### src/rtl/wr_arb_pkg.sv
// Shared constants for the write-port arbiter: memory geometry, mode encodings and the
// source index assignment of the requesting units.
package wr_arb_pkg;

  localparam int unsigned MEM_DEPTH  = 1024;
  localparam int unsigned MEM_WIDTH  = 16;
  localparam int unsigned WORD_WIDTH = 16;

  localparam logic MODE_DIRECTED = 1'b0;
  localparam logic MODE_RR       = 1'b1;

  localparam int unsigned LEARN_COST       = 0;
  localparam int unsigned AM_I_SINK        = 1;
  localparam int unsigned FIX_SINK_LIST    = 2;
  localparam int unsigned NBR_SINK_OTHER   = 3;
  localparam int unsigned FIND_MY_BEST     = 4;
  localparam int unsigned BETTER_NBRS      = 5;
  localparam int unsigned WINNER_POLICY    = 6;
  localparam int unsigned SELECT_MY_ACTION = 7;

endpackage

### src/rtl/wr_port_arbiter_if.sv
// Request/grant and memory write bus between the requesting units and the arbiter.
// master = requester side, slave = arbiter side.
interface wr_port_arbiter_if
  import wr_arb_pkg::*;
#(
  parameter int unsigned NUM_SRC = 8,
  parameter int unsigned ADDR_W  = $clog2(MEM_DEPTH),
  parameter int unsigned DATA_W  = WORD_WIDTH
);
  localparam int unsigned SEL_W = $clog2(NUM_SRC);

  logic                      mode;
  logic [SEL_W-1:0]          select;
  logic [NUM_SRC-1:0]        req;
  logic [NUM_SRC*ADDR_W-1:0] src_addr;
  logic [NUM_SRC*DATA_W-1:0] src_data;
  logic [NUM_SRC-1:0]        gnt;
  logic                      mem_wr_en;
  logic [ADDR_W-1:0]         mem_addr;
  logic [DATA_W-1:0]         mem_data;

  modport master (
    output mode, select, req, src_addr, src_data,
    input  gnt, mem_wr_en, mem_addr, mem_data
  );

  modport slave (
    input  mode, select, req, src_addr, src_data,
    output gnt, mem_wr_en, mem_addr, mem_data
  );

endinterface

### src/rtl/wr_port_arbiter_rr_pick.sv
// Combinational rotating-priority finder: first asserted request strictly after ptr,
// wrapping modulo NUM_SRC.
module rr_pick #(
  parameter int unsigned NUM_SRC = 8
) (
  input  logic [NUM_SRC-1:0]         req,
  input  logic [$clog2(NUM_SRC)-1:0] ptr,
  output logic [NUM_SRC-1:0]         onehot,
  output logic                       valid,
  output logic [$clog2(NUM_SRC)-1:0] idx
);
  localparam int unsigned SEL_W = $clog2(NUM_SRC);

  always_comb begin
    onehot = '0;
    valid  = 1'b0;
    idx    = '0;
    for (int unsigned off = 1; off <= NUM_SRC; off++) begin
      int unsigned cand;
      cand = (32'(ptr) + off) % NUM_SRC;
      if (!valid && req[cand]) begin
        valid        = 1'b1;
        onehot[cand] = 1'b1;
        idx          = SEL_W'(cand);
      end
    end
  end

endmodule

### src/rtl/wr_port_arbiter.sv
// Single write-port arbiter: directed or round-robin grant, one-cycle registered memory write.
// Optional denied-request counter enabled by WR_ARB_DENY_CNT_EN.
module wr_port_arbiter
  import wr_arb_pkg::*;
#(
  parameter int unsigned NUM_SRC = 8,
  parameter int unsigned ADDR_W  = $clog2(MEM_DEPTH),
  parameter int unsigned DATA_W  = WORD_WIDTH
) (
  input  logic               clk,
  input  logic               rst,
  wr_port_arbiter_if.slave   bus
`ifdef WR_ARB_DENY_CNT_EN
  ,
  output logic [15:0]        deny_cnt
`endif
);
  localparam int unsigned SEL_W = $clog2(NUM_SRC);

  logic [SEL_W-1:0]   ptr_q, ptr_d;
  logic [NUM_SRC-1:0] rr_onehot;
  logic               rr_valid;
  logic [SEL_W-1:0]   rr_idx;

  logic [NUM_SRC-1:0] gnt_vec;
  logic               gnt_any;
  logic [SEL_W-1:0]   gnt_idx;

  logic               wr_en_q;
  logic [ADDR_W-1:0]  addr_q;
  logic [DATA_W-1:0]  data_q;

  rr_pick #(
    .NUM_SRC (NUM_SRC)
  ) u_rr_pick (
    .req    (bus.req),
    .ptr    (ptr_q),
    .onehot (rr_onehot),
    .valid  (rr_valid),
    .idx    (rr_idx)
  );

  always_comb begin
    gnt_vec = '0;
    gnt_any = 1'b0;
    gnt_idx = ptr_q;
    if (!rst) begin
      if (bus.mode == MODE_RR) begin
        gnt_vec = rr_onehot;
        gnt_any = rr_valid;
        gnt_idx = rr_idx;
      end else if (32'(bus.select) < NUM_SRC && bus.req[bus.select]) begin
        gnt_vec[bus.select] = 1'b1;
        gnt_any             = 1'b1;
        gnt_idx             = bus.select;
      end
    end
  end

  // Pointer follows the winner in either mode so a later round-robin pass resumes after it.
  assign ptr_d = gnt_any ? gnt_idx : ptr_q;

  always_ff @(posedge clk) begin
    if (rst) begin
      wr_en_q <= 1'b0;
      addr_q  <= '0;
      data_q  <= '0;
      ptr_q   <= SEL_W'(NUM_SRC - 1);
    end else begin
      wr_en_q <= gnt_any;
      ptr_q   <= ptr_d;
      if (gnt_any) begin
        addr_q <= bus.src_addr[gnt_idx*ADDR_W +: ADDR_W];
        data_q <= bus.src_data[gnt_idx*DATA_W +: DATA_W];
      end
    end
  end

  assign bus.gnt       = gnt_vec;
  assign bus.mem_wr_en = wr_en_q;
  assign bus.mem_addr  = addr_q;
  assign bus.mem_data  = data_q;

`ifdef WR_ARB_DENY_CNT_EN
  logic [15:0] deny_q;

  always_ff @(posedge clk) begin
    if (rst) begin
      deny_q <= '0;
    end else if (|bus.req && !gnt_any && deny_q != 16'hFFFF) begin
      deny_q <= deny_q + 16'd1;
    end
  end

  assign deny_cnt = deny_q;
`endif

endmodule

### src/flat_wrapper.sv
// flat-port wrapper written by rule: the top's interface ports become plain ports
module wr_port_arbiter_flat import wr_arb_pkg::*;
#(
  parameter int unsigned NUM_SRC = 8,
  parameter int unsigned ADDR_W  = $clog2(MEM_DEPTH),
  parameter int unsigned DATA_W  = WORD_WIDTH
)
  (clk, rst, bus_mode, bus_select, bus_req, bus_src_addr, bus_src_data, bus_gnt, bus_mem_wr_en, bus_mem_addr, bus_mem_data);
  wr_port_arbiter_if #(.NUM_SRC(NUM_SRC), .ADDR_W(ADDR_W), .DATA_W(DATA_W)) bus_i ();
  input  logic clk;
  input  logic rst;
  input wire logic [$bits(bus_i.mode)-1:0] bus_mode;
  input wire logic [$bits(bus_i.select)-1:0] bus_select;
  input wire logic [$bits(bus_i.req)-1:0] bus_req;
  input wire logic [$bits(bus_i.src_addr)-1:0] bus_src_addr;
  input wire logic [$bits(bus_i.src_data)-1:0] bus_src_data;
  output wire logic [$bits(bus_i.gnt)-1:0] bus_gnt;
  output wire logic [$bits(bus_i.mem_wr_en)-1:0] bus_mem_wr_en;
  output wire logic [$bits(bus_i.mem_addr)-1:0] bus_mem_addr;
  output wire logic [$bits(bus_i.mem_data)-1:0] bus_mem_data;
  assign bus_i.mode = bus_mode;
  assign bus_i.select = bus_select;
  assign bus_i.req = bus_req;
  assign bus_i.src_addr = bus_src_addr;
  assign bus_i.src_data = bus_src_data;
  assign bus_gnt = bus_i.gnt;
  assign bus_mem_wr_en = bus_i.mem_wr_en;
  assign bus_mem_addr = bus_i.mem_addr;
  assign bus_mem_data = bus_i.mem_data;
  wr_port_arbiter #(.NUM_SRC(NUM_SRC), .ADDR_W(ADDR_W), .DATA_W(DATA_W)) u_core (.clk(clk), .rst(rst), .bus(bus_i));
endmodule
### config.mk
export PLATFORM = sky130hd
export DESIGN_NAME = wr_port_arbiter_flat
export DESIGN_NICKNAME = d
export VERILOG_FILES = /design/src/rtl/wr_arb_pkg.sv /design/src/rtl/wr_port_arbiter_if.sv /design/src/rtl/wr_port_arbiter_rr_pick.sv /design/src/rtl/wr_port_arbiter.sv /design/src/flat_wrapper.sv
export SDC_FILE = /design/constraint.sdc
export NUM_CORES = 1
export LEC_CHECK = 0
export BUFFER_PORTS_ARGS = -buffer_cell sky130_fd_sc_hd__buf_2
export CORE_ASPECT_RATIO = 1.75
export CORE_UTILIZATION = 25
export CTS_CLUSTER_SIZE = 24
export DETAILED_ROUTE_END_ITERATION = 7
export GPL_TIMING_DRIVEN = 0
export PLACE_DENSITY = 0.6
export SETUP_SLACK_MARGIN = 0.3
export SLEW_MARGIN = 15
export SYNTH_ARGS = -nofsm -noshare
export SYNTH_HDL_FRONTEND = slang
export SYNTH_HIERARCHICAL = 1
export SYNTH_SLANG_ARGS = --single-unit
### constraint.sdc
create_clock -name clk -period 10.25 [get_ports clk]
set_input_delay 2.05 -clock clk [delete_from_list [all_inputs] [get_ports clk]]
set_output_delay 2.05 -clock clk [all_outputs]
set_load 0.02 [all_outputs]
==> results.toml, run 1 <==
[critical_path]
crit_arrival_ns = 4.73
crit_fanout = 8
cp-end-kind = "output pin"
regToRegStartpoint = "u_core/ptr_q[0]"
critPathLaunchType = "input port"
startpoint = "bus_req[0]"
critical_path_class = "in -> out"
reg2regPathDepth = 17
worstPathRequired_ns = 8.20

[yosys]
synth.cell_area_sq_um = 4940
synthFlopType = "dfxtp_1"
netlist_instances = 607
yosys_warnings = 6
synth_async_sr_flop_share_pct = 0
yosysSeqAreaShare_pct = 12.2
syn_area_per_cell_sq_um = 8.13
synth_edf_count = 0
syn-num-nets = 835
ys_ff_latch = 30
yosys.cell_types.count = 68

[detailed_routing]
drt_iter0_drc = 380
route.detailed.drc = 0
met2_length_mm = 13.6
drt-met1-wl_mm = 8.67
wl_met3_mm = 1.46
routed_wl_mm = 25.4
wl_per_cell_um = 22.9
routed_via_density = 5.87
top_layer = "met4"
firstDrtPassIters = 5
dr_total_vias = 6515
detail-route-antenna-nets = 0

[placed_design]
place_hpwl_mm = 20.8
gp_congestion = 0.943
preCtsSetupSlack_ns = 3.53
port_buffers = 254

[clocking]
numCtsBuffers = 5
holdBufCountCts = 0
clock_path_buffers = 2
htreeDepth = 2
cts-root-buf = "clkbuf_16"
clock_latency_ns = 0.28
cts_tree = "yes"
cts_resized = 0
postCtsSetupRepairBufs = 0
cts_sinks = 30
clk_pin_slew_ns = 0.06

[power]
p_leak_nw = 2.80
p_per_area_nw_per_um2 = 265
finalPower_mw = 1.76
ir_drop_mv = 0.155

[sta]
setup_slack_ns = 3.47
layout_min_cycle_time_ns = 6.78
drv_slew = 0
finalSetupTns_ns = 0
worstMarginPinSlew_ns = 1.07
setup_violations = 0
finalCritPeriodShare_pct = 66.1
finClkSkew_ns = 0.00560
hold_violations = 0
relSlewSlack_pct = 28.1
clock.fmax_mhz = 148
rsz0062_at_grt = "no"

[die]
num_rows = 67
die_area_sq_um = 20300
core_sq_um = 19300
fp.dieW_um = 108
ioPinCount = 257
initial_core_util_pct = 25.6
die_y_um = 188

[global_routing]
overflow = 0
track_usage_pct = 24.8
antenna_found_initial = 0
grt_max_degree = 12
grt_pass1_wl_mm = 38.0
grt_pass1_vias = 6808

[final_layout]
final_util_pct = 34.5
area_growth_pct = 34.9
final_nets = 1096
final_cell_mix = "buf_2 (268), a211oi_1 (54), and3_1 (53)"
fill_cells = 2193
drive_gt1_share_pct = 37.1
diodes = 0
final_common_cell = "buf_2"

[min_path]
worstHoldPathCells = 2
hp-start = "u_core/ptr_q[0]"
worstHoldPathType = "reg -> reg"

[status]
outcome = "finished clean"

[job]
cap_violations = 0
[final cells by class]
class                   count  area (sq um)  area share [%]
plain buffers              69           333            5.00
clock buffers               7           143            2.14
clock inverters             1          5.00          0.0752
inverters                   9          33.8           0.508
multi-input cells         499          3970            59.6
flip-flops and latches     30           601            9.02
well taps                 241           302            4.53
repair buffers            254          1270            19.1
[layer usage]
metal	global-route usage [%]	up-vias
met5	0	-
met4	15.6	0
met3	3.75	87
met2	47.3	305
met1	24.0	3114
li1	-	3009
[sequential cells by signal (all words and copies together), names as in the netlist]
register,count
u_core/bus.mem_data,16
u_core/bus.mem_addr,10
u_core/ptr_q,3
u_core/bus.mem_wr_en,1
[synthesized netlist by cell type (3+ instances only)]
library cell / number / area, sq um
a211oi_1: 54 / 405
o41ai_1: 26 / 228
buf_2: 14 / 70.1
o221ai_1: 3 / 26.3
inv_1: 6 / 22.5
a21boi_0: 26 / 195
o31ai_1: 5 / 37.5
and3_1: 53 / 332
a221oi_2: 4 / 60.1
nor4_1: 28 / 175
nor3b_1: 26 / 195
nor2_1: 19 / 71.3
dfxtp_1: 30 / 601
mux2i_1: 26 / 260
buf_4: 3 / 22.5
mux2_2: 6 / 67.6
a311oi_1: 27 / 236
nor3_1: 6 / 30.0
buf_6: 6 / 67.6
nand2b_1: 35 / 219
a22oi_1: 9 / 67.6
ha_1: 6 / 75.1
mux2_1: 3 / 33.8
mux4_2: 12 / 270
o21ai_0: 14 / 70.1
a22o_1: 5 / 43.8
nand2_1: 17 / 63.8
clkbuf_1: 46 / 173
a21oi_1: 10 / 50.1
a221oi_1: 4 / 35.0
nor4b_1: 27 / 236
[through the flow]
step                instance area, sq um  cells  hold slack [ns]
CTS                                 6660   1110            0.556
global placement                    6510   1102            0.540
finish                              6660   1110            0.552
detailed placement                  6510   1102            0.548
floorplan                           4940    607            0.504
global route                        6660   1110            0.598
[worst paths after layout]
check	to	slack (ns)
worst min register to register	u_core/ptr_q[0]	0.55
worst max-delay path	bus_gnt[6]	3.47
worst max register to register	u_core/bus.mem_addr[1]	4.24
worst min-delay path	u_core/ptr_q[0]	0.55
[power breakdown]
part	leakage, nW	switching (mW)	internal, mW
logic	2.48	0.875	0.522
clock network	0.0739	0.0603	0.0964
registers	0.251	0.0377	0.171
[cell families (layout without fill, tap and decap cells)]
group | count (synthesis) | after routing | synth area share (%)
and+or+nand+nor | 226 | 226 | 29.4
AOI/OAI and AO/OA | 214 | 214 | 35.4
muxes | 49 | 49 | 13.4
buffers and inverters | 78 | 340 | 7.43
xor gates and xnor gates | 4 | 4 | 0.710
DFF | 30 | 30 | 12.2
adders and majority gates | 6 | 6 | 1.52
[critical path: stages]
cell and delay (ns):
buf_2 0.15, mux4_2 0.60, nand2b_1 0.23, mux4_2 0.55, nor4_4 0.39, a221oi_2 0.12
mux2i_1 0.17, a32oi_1 0.07, nor2_1 0.20, buf_2 0.20
No activity file was read; power rests on OpenSTA's default activity.
==> run 2, diff against run 1 <==
- ABC_AREA: default -> 1
- PLACE_DENSITY: 0.6 -> 0.61
- clock period: 10.25 -> 5.6 ns (I/O delays scaled with it)
==> results.toml, run 2 <==
[min_path]
worstHoldPathType = "reg -> reg"
hp-start = "u_core/bus.mem_data[6]"
worstHoldPathCells = 2
min_to = "u_core/bus.mem_data[6]"

[yosys]
yosysTopAreaCellShare_pct = 28.4
synth_common_cells = "nand3_1 (321), nand2_1 (296), inv_1 (192)"
synth.cell_area_sq_um = 5660
synth.area.top_cells = "nand3_1 (28%), nand2_1 (20%), inv_1 (13%)"
yosys.cell_types.count = 34
synthFlopType = "dfxtp_1"
synth_edf_count = 0
syn-num-nets = 1351
yosys_warnings = 6
yosysTopAreaCell = "nand3_1"
netlist_instances = 1123
yosysSeqAreaShare_pct = 10.6
syn_area_per_cell_sq_um = 5.04
ys_ff_latch = 30
synth_async_sr_flop_share_pct = 0
yosysMostFrequentCell = "nand3_1"

[global_routing]
grt_pass1_vias = 8311
grt_pass1_wl_mm = 45.2
track_usage_pct = 25.9
antenna_found_initial = 3
grt_max_degree = 12
overflow = 0

[final_layout]
final_cell_mix = "nand3_1 (321), nand2_1 (296), buf_2 (291)"
final_common_cell = "nand3_1"
largest_reg_flops = 16
final_nets = 1614
drive_gt1_share_pct = 26.0
design_area_sq_um = 7490
area_growth_pct = 32.2

[clocking]
clock_latency_ns = 0.28
cts_resized = 0
numCtsBuffers = 5
cts_tree = "yes"
clock_path_buffers = 2
clk_pin_slew_ns = 0.05
htreeDepth = 2
cts_sinks = 30
holdBufCountCts = 0
cts-root-buf = "clkbuf_16"
postCtsSetupRepairBufs = 0

[critical_path]
r2r_setup_slack_ns = 1.05
cp-end-kind = "output pin"
regToRegStartpoint = "u_core/ptr_q[0]"
rr_endpoint = "u_core/bus.mem_data[7]"
critical_path_class = "reg -> out"
critPathLaunchType = "flip-flop"
crit_fanout = 10
crit_arrival_ns = 3.84
reg2regPathDepth = 25
worstPathRequired_ns = 4.48

[sta]
relSlewSlack_pct = 53.5
drv_slew = 0
clock.fmax_mhz = 202
whs_ns = 0.541
setup_violations = 0
layout_min_cycle_time_ns = 4.96
hold_violations = 0
rsz0062_at_grt = "no"
finalSetupTns_ns = 0
finalCritPeriodShare_pct = 88.6
finClkSkew_ns = 0.00386
worstMarginPinSlew_ns = 0.698

[placed_design]
dpl_cell_area_sq_um = 7320
place_hpwl_mm = 25.4
gp_congestion = 0.975
port_buffers = 256

[power]
p_per_area_nw_per_um2 = 268
p_sw_mw = 1.11
power_frac_seq_pct = 14.0
netSwitchingFraction_pct = 55.3
power_frac_comb_pct = 70.5
p_leak_nw = 4.51
ir_drop_mv = 0.107
clkPwrFrac_pct = 15.4
intPower_uw = 898

[job]
cap_violations = 0

[die]
die_y_um = 201
core_sq_um = 22200
initial_core_util_pct = 25.6
ioPinCount = 257
num_rows = 72
fp.dieW_um = 116
die_area_sq_um = 23300

[detailed_routing]
routed_via_density = 4.88
drt_iter0_drc = 564
route.detailed.drc = 0
routed_wl_mm = 30.2
detail-route-antenna-nets = 0
firstDrtPassIters = 5
dr_total_vias = 8220
wl_per_cell_um = 17.9

[status]
outcome = "finished clean"
## run 2: per-layer routing
| metal | routed length (um) | vias to the layer above | GRT usage (%) |
|---|---|---|---|
| met5 | 0 | - | 0 |
| met4 | 2200 | 0 | 17.4 |
| met3 | 1420 | 100 | 2.02 |
| met2 | 16300 | 376 | 50.4 |
| met1 | 10200 | 3653 | 24.9 |
| li1 | - | 4091 | - |
## run 2: stage by stage
step	power, mW	setup WS [ns]	std cells	utilization, %
floorplan	1.17	1.61	1123	-
global placement	1.69	0.904	1675	33.0
detailed placement	1.68	0.925	1675	33.0
CTS	2.00	0.611	1683	33.8
global route	2.15	0.323	1686	33.8
finish	2.01	0.638	1686	33.8
## run 2: final cells by class
type,instances,area (sq um)
multi-input cells,807,3830
diodes,3,7.51
inverters,207,783
clock inverters,3,40.0
clock buffers,5,125
flip-flops and latches,30,601
repair buffers,256,1280
plain buffers,79,445
well taps,296,370
fillers,2660,14700
## run 2: cell families after synthesis
family / count (synthesis) / synth area share (%)
fa+ha+maj: 6 / 1.33
flops: 30 / 10.6
simple gates: 724 / 58.9
compound gates: 77 / 7.47
buf+inv: 286 / 21.7
## run 2: critical path, cell delays in order (launching register included)
cell and delay (ns):
dfxtp_1 0.33, buf_6 0.15, inv_6 0.07, buf_8 0.15, clkbuf_1 0.39, ha_1 0.31
buf_2 0.17, inv_2 0.09, buf_4 0.18, nand3_1 0.11, nand2_1 0.10, nand2_1 0.05
nand2_1 0.14, nand3_2 0.14, nor2_4 0.27, nand3_1 0.11, nand3_1 0.12, nor2_1 0.05
nand3_1 0.07, nand2_1 0.06, a21oi_1 0.26, buf_2 0.21
## run 2: power by group through the flow
| stage | combinational [mW] | sequential (mW) | clock [mW] |
|---|---|---|---|
| 2_1_floorplan | 0.850 | 0.320 | 0 |
| 3_3_place_gp | 1.40 | 0.285 | 0 |
| 3_5_place_dp | 1.40 | 0.285 | 0 |
| 4_1_cts | 1.40 | 0.281 | 0.317 |
| 5_1_grt | 1.54 | 0.286 | 0.324 |
| 6_report | 1.42 | 0.281 | 0.310 |
## run 2: worst max-delay path by stage
stage / startpoint / to / slack, ns / cells past startpoint
after global placement: u_core/ptr_q[0] / bus_gnt[0] / 0.90 / 21
after CTS: u_core/ptr_q[0] / bus_gnt[0] / 0.61 / 21
after detailed placement: u_core/ptr_q[0] / bus_gnt[0] / 0.92 / 21
final: u_core/ptr_q[0] / bus_gnt[2] / 0.64 / 21
after floorplan: u_core/ptr_q[0] / bus_gnt[3] / 1.61 / 19
after global routing: u_core/ptr_q[0] / bus_gnt[4] / 0.32 / 21
==> run 3, diff against run 2 <==
- ABC_AREA: 1 -> default
- CTS_CLUSTER_DIAMETER: default -> 40
- PLACE_DENSITY: 0.61 -> 0.62
==> results.toml, run 3 (synthesized netlist as in run 1, its figures left out) <==
[final_layout]
largest_reg_flops = 16
area_growth_pct = 36.8
drive_gt1_share_pct = 38.7
fill_cells = 2139
final_common_cell = "buf_2"
fin_cells = 1117
final_nets = 1101
seqCellArea_sq_um = 602
multi_input_area_sq_um = 4010
final_cell_mix = "buf_2 (267), a211oi_1 (54), and3_1 (53)"
design_area_sq_um = 6750

[detailed_routing]
route.detailed.drc = 0
drt_iter0_drc = 464
detail-route-antenna-nets = 0
firstDrtPassIters = 5
dr_total_vias = 6607
routed_wl_mm = 25.6
wl_per_cell_um = 22.9
routed_via_density = 5.91

[clocking]
cts_sinks = 30
numCtsBuffers = 5
clk_pin_slew_ns = 0.06
htreeDepth = 2
clock_latency_ns = 0.29
clock_path_buffers = 2
holdBufCountCts = 0
cts_tree = "yes"
cts-root-buf = "clkbuf_16"

[placed_design]
port_buffers = 254
place_hpwl_mm = 20.6
dpl_cell_area_sq_um = 6510
dp_cells = 1102
gp_congestion = 0.951
preCtsSetupSlack_ns = -0.294

[sta]
setup_violations = 0
whs_ns = 0.503
worstMarginPinSlew_ns = 0.945
finalCritPeriodShare_pct = 90.9
layout_min_cycle_time_ns = 5.09
finClkSkew_ns = 0.00456
rsz0062_at_grt = "no"
relSlewSlack_pct = 36.5
drv_slew = 0
clock.fmax_mhz = 196
setup_slack_ns = 0.510
hold_violations = 0
finalSetupTns_ns = 0

[die]
die_y_um = 188
ioPinCount = 257
core_sq_um = 19300
initial_core_util_pct = 25.6
fp.dieW_um = 108
num_rows = 67
die_area_sq_um = 20300

[critical_path]
cpMostUsedCell = "mux4_2"
crit_arrival_ns = 3.97
r2r_setup_slack_ns = 0.56
crit_fanout = 11
crit_chain = "inv_1 > ha_1 > clkbuf_4 > mux4_2 > nand2b_1 > mux4_2 > nor4_4 > buf_6 > a221oi_2 > mux2i_1 > a22oi_1 > nor2_1 > buf_2"
reg2regPathDepth = 16
cp-end-kind = "output pin"
critPathLaunchType = "flip-flop"
slowest_delay_ns = 0.62
critical_path_class = "reg -> out"
worstPathRequired_ns = 4.48
cp_slowest_cell = "dfxtp_1"

[power]
p_per_area_nw_per_um2 = 485
p_leak_nw = 2.86
ir_drop_mv = 0.286

[min_path]
worstHoldPathCells = 2
worstHoldPathType = "reg -> reg"

[global_routing]
grt_max_degree = 12
grt_pass1_vias = 6749
grt_pass1_wl_mm = 37.8
antenna_found_initial = 5
track_usage_pct = 24.8
overflow = 0

[job]
cap_violations = 0

[status]
outcome = "finished clean"
-- run 3: cell types whose count changed in the layout (fill, tap and decap cells not counted), sizes merged, moves of 28 or more --
cell / delta
buf: -30
nand2: -290
a211oi: +54
nor4b: +28
inv: -197
a21oi: -29
nor2: -28
nor4: +29
and3: +53
nand3: -325
nand2b: +35
-- run 3: report_power, final --
group / internal (mW) / switching, mW / leakage, nW / total (mW)
sequential: 0.314 / 0.0747 / 0.251 / 0.389
combinational: 0.995 / 1.62 / 2.54 / 2.62
clock: 0.161 / 0.109 / 0.0695 / 0.269
-- run 3: what timing repair did --
action | 4_1_cts | 5_1_grt
buffers inserted | 3 | 2
endpoints found under the setup margin | 34 | 33
pin swaps | 1 | 2
gates resized for setup | 8 | 12
-- run 3: worst paths after layout --
check / start / to
setup / recovery: u_core/ptr_q[1] / bus_gnt[5]
hold / removal: u_core/ptr_q[0] / u_core/ptr_q[0]
setup reg to reg: u_core/ptr_q[1] / u_core/bus.mem_addr[2]
hold reg to reg: u_core/ptr_q[0] / u_core/ptr_q[0]
-- run 3: through the flow --
step                total power [mW]  util, %
global placement                2.88     33.8
CTS                             3.20     34.7
finish                          3.27     35.0
floorplan                       2.13        -
global route                    3.48     35.0
detailed placement              2.89     33.8
-- run 3: critical path, delay by kind of cell (launching register included) --
family	cells	cell delay, ns
mux	3	1.08
buf+inv	4	0.79
flops	1	0.62
fa+ha+maj	1	0.33
compound gates	2	0.17
simple gates	3	0.70
-- run 3: routing by layer --
metal	up-vias	share of wire [%]	global-route usage [%]
li1	3025	-	-
met1	3157	34	24.1
met2	344	55	48.0
met3	77	6.1	3.55
met4	4	5.3	13.6
met5	-	0.098	0
-- run 3: area by class of cell --
class	instances	area share [%]
multi-input combinational	499	59.4
tap	241	4.47
inverter	9	0.538
clock inverter	2	0.148
sequential	30	8.92
clock buffer	5	1.85
timing repair buffer	259	19.5
antenna	3	0.111
buffer	69	5.12
